<file path="src/rtl/fsm_responder_if.sv">
// Controller/responder handshake bundle. DONE_CNT and the CW parameter exist only when
// RESPONDER_STATUS_EN is defined.
interface fsm_responder_if
`ifdef RESPONDER_STATUS_EN
  #(parameter int unsigned CW = 8)
`endif
  ;
    logic RESET;
    logic START;
    logic READY;
    logic BUSY;
    logic ERR;
`ifdef RESPONDER_STATUS_EN
    logic [CW-1:0] DONE_CNT;
`endif

    modport master (
        output RESET,
        output START,
        input  READY,
        input  BUSY,
        input  ERR
`ifdef RESPONDER_STATUS_EN
        , input DONE_CNT
`endif
    );

    modport slave (
        input  RESET,
        input  START,
        output READY,
        output BUSY,
        output ERR
`ifdef RESPONDER_STATUS_EN
        , output DONE_CNT
`endif
    );
endinterface

</file>
<file path="src/rtl/fsm_responder.sv">
// Responder FSM: runs a DELAY-cycle job on START, then holds READY until RESET.
// Optional completed-job counter DONE_CNT under RESPONDER_STATUS_EN.
module fsm_responder #(
    parameter int unsigned DELAY = 4,
    parameter int unsigned CW    = 8
) (
    input  logic            CLK,
    input  logic            N_RESET,
    fsm_responder_if.slave  io_bus
);

    typedef enum logic [1:0] {
        StIdle  = 2'b00,
        StCount = 2'b01,
        StRdy   = 2'b10
    } state_e;

    localparam logic [7:0] CntInit = 8'(DELAY - 1);

    if (DELAY < 1 || DELAY > 255 || CW < 1) begin : g_bad_param
        $error("fsm_responder: DELAY must be 1..255 and CW at least 1");
    end

    state_e     r_state, w_state_next;
    logic [7:0] r_cnt, w_cnt_next;
    logic       r_err, w_err_next;

    always_ff @(posedge CLK or negedge N_RESET) begin
        if (!N_RESET) begin
            r_state <= StIdle;
            r_cnt   <= 8'd0;
            r_err   <= 1'b0;
        end else begin
            r_state <= w_state_next;
            r_cnt   <= w_cnt_next;
            r_err   <= w_err_next;
        end
    end

    always_comb begin
        w_state_next = r_state;
        w_cnt_next   = r_cnt;
        w_err_next   = r_err;

        case (r_state)
            StIdle: begin
                if (!io_bus.RESET && io_bus.START) begin
                    w_state_next = StCount;
                    w_cnt_next   = CntInit;
                end
            end
            StCount: begin
                if (io_bus.RESET) begin
                    w_state_next = StIdle;
                end else if (r_cnt == 8'd0) begin
                    w_state_next = StRdy;
                end else begin
                    w_cnt_next = r_cnt - 8'd1;
                end
            end
            StRdy: begin
                if (io_bus.RESET) begin
                    w_state_next = StIdle;
                end
            end
            default: w_state_next = StIdle;
        endcase

        // A START outside IDLE is a protocol error; RESET always wins over it.
        if (io_bus.RESET) begin
            w_err_next = 1'b0;
        end else if (io_bus.START && (r_state == StCount || r_state == StRdy)) begin
            w_err_next = 1'b1;
        end
    end

    assign io_bus.READY = (r_state == StRdy);
    assign io_bus.BUSY  = (r_state == StCount);
    assign io_bus.ERR   = r_err;

`ifdef RESPONDER_STATUS_EN
    logic          w_job_done;
    logic [CW-1:0] r_done_cnt;

    assign w_job_done = (r_state == StCount) && !io_bus.RESET && (r_cnt == 8'd0);

    // Only N_RESET clears the count; RESET from the controller leaves it alone.
    always_ff @(posedge CLK or negedge N_RESET) begin
        if (!N_RESET) begin
            r_done_cnt <= '0;
        end else if (w_job_done) begin
            r_done_cnt <= r_done_cnt + 1'b1;
        end
    end

    assign io_bus.DONE_CNT = r_done_cnt;
`endif

endmodule

</file>
<file path="src/flat_wrapper.sv">
// flat-port wrapper written by rule: the top's interface ports become plain ports
module fsm_responder_flat 
#(
    parameter int unsigned DELAY = 4,
    parameter int unsigned CW    = 8
)
  (CLK, N_RESET, io_bus_RESET, io_bus_START, io_bus_READY, io_bus_BUSY, io_bus_ERR);
  fsm_responder_if io_bus_i ();
  input  logic CLK;
  input  logic N_RESET;
  input wire logic [$bits(io_bus_i.RESET)-1:0] io_bus_RESET;
  input wire logic [$bits(io_bus_i.START)-1:0] io_bus_START;
  output wire logic [$bits(io_bus_i.READY)-1:0] io_bus_READY;
  output wire logic [$bits(io_bus_i.BUSY)-1:0] io_bus_BUSY;
  output wire logic [$bits(io_bus_i.ERR)-1:0] io_bus_ERR;
  assign io_bus_i.RESET = io_bus_RESET;
  assign io_bus_i.START = io_bus_START;
  assign io_bus_READY = io_bus_i.READY;
  assign io_bus_BUSY = io_bus_i.BUSY;
  assign io_bus_ERR = io_bus_i.ERR;
  fsm_responder #(.DELAY(DELAY), .CW(CW)) u_core (.CLK(CLK), .N_RESET(N_RESET), .io_bus(io_bus_i));
endmodule
</file>
<file path="config.mk">
export PLATFORM = sky130hd
export DESIGN_NAME = fsm_responder_flat
export DESIGN_NICKNAME = d
export VERILOG_FILES = /design/src/rtl/fsm_responder_if.sv /design/src/rtl/fsm_responder.sv /design/src/flat_wrapper.sv
export SDC_FILE = /design/constraint.sdc
export NUM_CORES = 1
export LEC_CHECK = 0
export BUFFER_PORTS_ARGS = -buffer_cell sky130_fd_sc_hd__clkbuf_2
export CAP_MARGIN = 10
export CELL_PAD_IN_SITES_DETAIL_PLACEMENT = 1
export CELL_PAD_IN_SITES_GLOBAL_PLACEMENT = 1
export CORE_ASPECT_RATIO = 0.8
export CORE_MARGIN = 1.5
export CORE_UTILIZATION = 39
export CTS_CLUSTER_SIZE = 16
export DETAILED_ROUTE_END_ITERATION = 8
export PLACE_DENSITY_LB_ADDON = 0.1
export SYNTH_ARGS = -nofsm -noshare
export SYNTH_HDL_FRONTEND = slang
export SYNTH_SLANG_ARGS = --single-unit
</file>
<file path="constraint.sdc">
create_clock -name CLK -period 2.07 [get_ports CLK]
set_clock_uncertainty 0.05 [all_clocks]
set_input_delay 0.5175 -clock CLK [delete_from_list [all_inputs] [get_ports CLK]]
set_output_delay 0.5175 -clock CLK [all_outputs]
set_load 0.005 [all_outputs]
</file>
# == Yosys cells after proc, flatten, opt, wreduce, memory -nomap -nowiden ==
# Index checks and enable logic that the tools add are counted.
# word_totals
regBits,11
latchBits,0
ramBits,0
mem_bits_ro,0
input_bits,4
out_inout_bits,3
memories,0
# op_classes
n_addsub,1
n_mul,0
n_div,0
order_cmp,0
eq_ne,7
n_shift,0
muxes,11
bitwise_logic,0
n_reduce_logical,10
# ops
operator,count
two-way mux 8 bit,3
case mux 8 bit (2 select lines),1
logical NOT 8 bit,1
two-way mux 2 bit,4
subtractor 8 x 1 -> 8 bit (second input constant),1
inequality test 2 bit (second input constant),3
case mux 2 bit (3 select lines),1
AND reduction 4 bit,1
nonzero test 2 bit,2
inequality test 3 x 2 -> 1 bit (second input constant),1
AND reduction 3 bit,1
equality test 2 x 1 -> 1 bit (second input constant),1
equality test 2 bit (second input constant),1
logical AND 1 bit,2
logical NOT 2 bit,1
two-way mux 1 bit,2
inequality test 2 x 1 -> 1 bit (second input constant),1
logical NOT 1 bit,1
logical OR 1 bit,1

# == Longest topological paths before layout ==
# logic_depth
depth_word,5
depth_mapped,6

# == Least setup slack after synthesis ==
# OpenSTA, ideal clock, no wires.
# synth_timing
path_type,register to register
start,register u_core.r_state[1]
end,register u_core.r_cnt[5]
t_arrival_ps,2018
path_slack_ps,-123
path_stages_with_launch,7
period_less_slack_ps,2193
path_cell_list,dfrtp_1 > inv_1 > ha_1 > mux2i_1 > or4_4 > or4_1 > mux2_4
# synth_via
elab_chain_cells,3
word_cells_on_any_way,8
cone_classes,eq/ne: 4; mux: 1; reduce/logical: 3
# synth_lines
item,line,text
start: declaration,fsm_responder.sv:24,"state_e r_state, w_state_next;"
start signal: assignment,fsm_responder.sv:30,r_state <= StIdle;
start signal: assignment,fsm_responder.sv:34,r_state <= w_state_next;
equality test 2 x 1 -> 1 bit *,n/a,
net io_bus_BUSY,flat_wrapper.sv:14,output wire logic [$bits(io_bus_i.BUSY)-1:0] io_bus_BUSY;
inequality test 2 bit (no line) or nonzero test 2 bit (tied branches),n/a,
AND reduction 4 bit (no line),n/a,
end signal: assignment,fsm_responder.sv:35,r_cnt <= w_cnt_next;
end: declaration,fsm_responder.sv:25,"logic [7:0] r_cnt, w_cnt_next;"
# The timed path passes the listed nets; every way through them passes the cells marked *.
# A chain may end at the register's enable or synchronous reset.

# == Worst setup path in the final report ==
# layout_timing
start,register u_core.r_state[1]
end,register u_core.r_cnt[5]
# layout_via
elab_chain_cells,3
word_cells_on_any_way,8
cone_classes,eq/ne: 4; mux: 1; reduce/logical: 3
# layout_lines
item,line,text
equality test 2 x 1 -> 1 bit or logical NOT 2 bit (tied branches),fsm_responder.sv:45,case (r_state)
inequality test 2 bit (no line) (tied with other cells),n/a,
AND reduction 4 bit (no line),n/a,
# Parallel ways exist; a longest one is shown, timed or not.

==> reports/metrics.yaml <==
outcome: "finished with violations"
violations: "negative setup slack"
postCtsHoldBufs: 0
cts_buffers: 3
grt_remaining_overflow: 0
clock_latency_ns: 0.28
rsz0062_at_grt: "yes"
finalNetCount: 120
power_density_nw_per_um2: 1320
io_buffers: 6
fillers: 221
wl_mm: 2.11
power_leakage_uw: 0.000496
criticalPathCategory: "reg -> reg"
layout_common_cells: "buf_4, dfrtp_1, a21oi_1"
worst_hold_slack_ns: 0.0572
grt_start_max_net_pins: 12
initial_core_util: 0.411
core_um2: 1870
place_hpwl_mm: 1.61
fin_ws_ns: -0.0230
synth_area_per_cell_um2: 9.52
tightestPinTransition_ns: 0.395
drcViolationCount: 0
netlist_instances: 81
die-area_um2: 2250
finalHoldViolations: 0
synth_cell_type_count: 30
area_delta_synth_final_pct: 35.4
htree_levels: 1
grt_pass1_vias: 706
path_clk_slew_ns: 0.08
grt_use_total: 0.219
maxSlewHeadroom: 0.733
final_common_cell: "buf_4"
period_share: 1.01
fp.dieH_um: 42.8
cp.arrival_ns: 2.22
routabilityCongestion: 0.741
slowest_stage: "or4_4"
antennaDiodeCount: 0
firstDrtPassIters: 4
grt_pass1_wl_mm: 3.53
clock-root-buffer: "clkbuf_4"
crit_path_end_kind: "register"
drive_above_1_share: 0.422
ys_seq_area_frac: 0.357
async_flop_share: 1.00
cts.sinks: 11
vias_per_cell: 5.38
die_w_um: 52.7
fmax_mhz: 478
ys.flop_type: "dfrtp_1"
crit_chain: "inv_2 > ha_4 > mux2i_2 > or4_4 > or4_4 > mux2_4"
netlist_area_um2: 771
wl_per_cell_um: 15.9
maxCapViolations: 0
drtIter0Drc: 16
hold_class: "in -> async"
cp-start-kind: "register"
period_needed_ns: 2.09
slowest_delay_ns: 0.45
ant_nets: 0
clockBufferDepth: 2
synth_edf_count: 0
crit_path_start: "u_core.r_state[1]"
path_max_fanout: 3
rr_startpoint: "u_core.r_state[1]"
fin_cells: 133
required_ns: 2.20
crit_top_cell: "or4_4"
rows: 14
slew_viol_final: 0
synth_warnings: 0
placed_cells: 125
cts_tree: "built"
syn_nets: 91
antenna_found_initial: 0
vias: 715
setup_viol: 2
ir_worst_vdd_mv: 0.681
io-pin-count: 7
yosys_register_bits: 11
[layer usage]
metal	vias up	GRT usage	wire (um)
li1	356	-	-
met1	347	0.328	1090
met2	9	0.310	937
met3	3	0.0634	70
met4	0	0.0462	10
met5	-	0	0
[registers in the layout, summed over array words and instances (netlist names)]
name / cells
u_core.io_bus.ERR: 1
u_core.r_cnt: 8
u_core.r_state: 2
[final cells by class]
| cell class | count | area, um2 | area share |
|---|---|---|---|
| well taps | 24 | 30.0 | 0.0288 |
| flip-flops and latches | 11 | 275 | 0.264 |
| inverters | 5 | 18.8 | 0.0180 |
| clock buffers | 4 | 26.3 | 0.0252 |
| repair buffers | 25 | 173 | 0.165 |
| multi-input cells | 64 | 520 | 0.499 |
[cell usage after synthesis, types with 2 or more instances]
cell      number  area share
nand2b_1       2       0.016
nor2b_1        4       0.032
nor3b_1        2       0.019
nor3_1         2       0.013
inv_1          5       0.024
nor2_1         7       0.034
mux2_4         2       0.039
or4_1          2       0.019
mux2i_1        3       0.039
ha_1           6       0.097
o21ai_0        6       0.039
a21oi_1       10       0.065
a211oi_1       2       0.019
dfrtp_1       11        0.36
a21o_1         2       0.019
[critical path, delay by kind of cell (launching register included)]
kind | cells | cell delay (ns)
buffers and inverters | 1 | 0.08
multiplexers | 2 | 0.46
flip-flops | 1 | 0.37
AND/OR/NAND/NOR | 2 | 0.88
adder cells (fa/ha/maj) | 1 | 0.17
[stage by stage]
step / utilization / setup WS (ns) / power (uW) / TNS, ns / area, um2
after floorplan: - / -0.0288 / 829 / -0.0575 / 803
after global placement: 0.517 / 0.0118 / 1110 / 0 / 968
after detailed placement: 0.517 / -0.0543 / 1160 / -0.110 / 968
after CTS: 0.539 / -0.0368 / 1320 / -0.0720 / 1010
after global routing: 0.557 / -0.0736 / 1490 / -0.167 / 1040
final: 0.557 / -0.0230 / 1370 / -0.0459 / 1040
[what timing repair did]
item | CTS | global route
hold endpoints to repair | 0 | 0
setup endpoints to repair | 3 | 4
gates resized for setup | 0 | 5
cloned | 0 | 0
setup buffers | 2 | 2
pin swaps | 1 | 3
[path summary, 6_finish.rpt]
kind	endpoint	slack, ns	cells past startpoint
hold / removal	u_core.r_cnt[0]	0.06	1
max in group asynchronous	u_core.r_cnt[2]	1.65	1
hold reg to reg	u_core.io_bus.ERR	0.47	2
setup / recovery	u_core.r_cnt[5]	-0.02	6
setup reg to reg	u_core.r_cnt[5]	-0.02	6
min in group CLK	u_core.io_bus.ERR	0.47	2
[logic make-up after synthesis]
| family | count (synthesis) | synth area share |
|---|---|---|
| and+or+nand+nor | 31 | 0.265 |
| AOI/OAI and AO/OA | 21 | 0.154 |
| DFF | 11 | 0.357 |
| buffers and inverters | 6 | 0.0341 |
| muxes | 6 | 0.0925 |
| adders and majority gates | 6 | 0.0974 |
[power breakdown]
| group | internal [uW] | total (uW) | switching (uW) |
|---|---|---|---|
| sequential | 301 | 381 | 80.9 |
| combinational | 431 | 840 | 409 |
| clock | 74.7 | 152 | 77.5 |
Power figures use the tool's default switching activity.
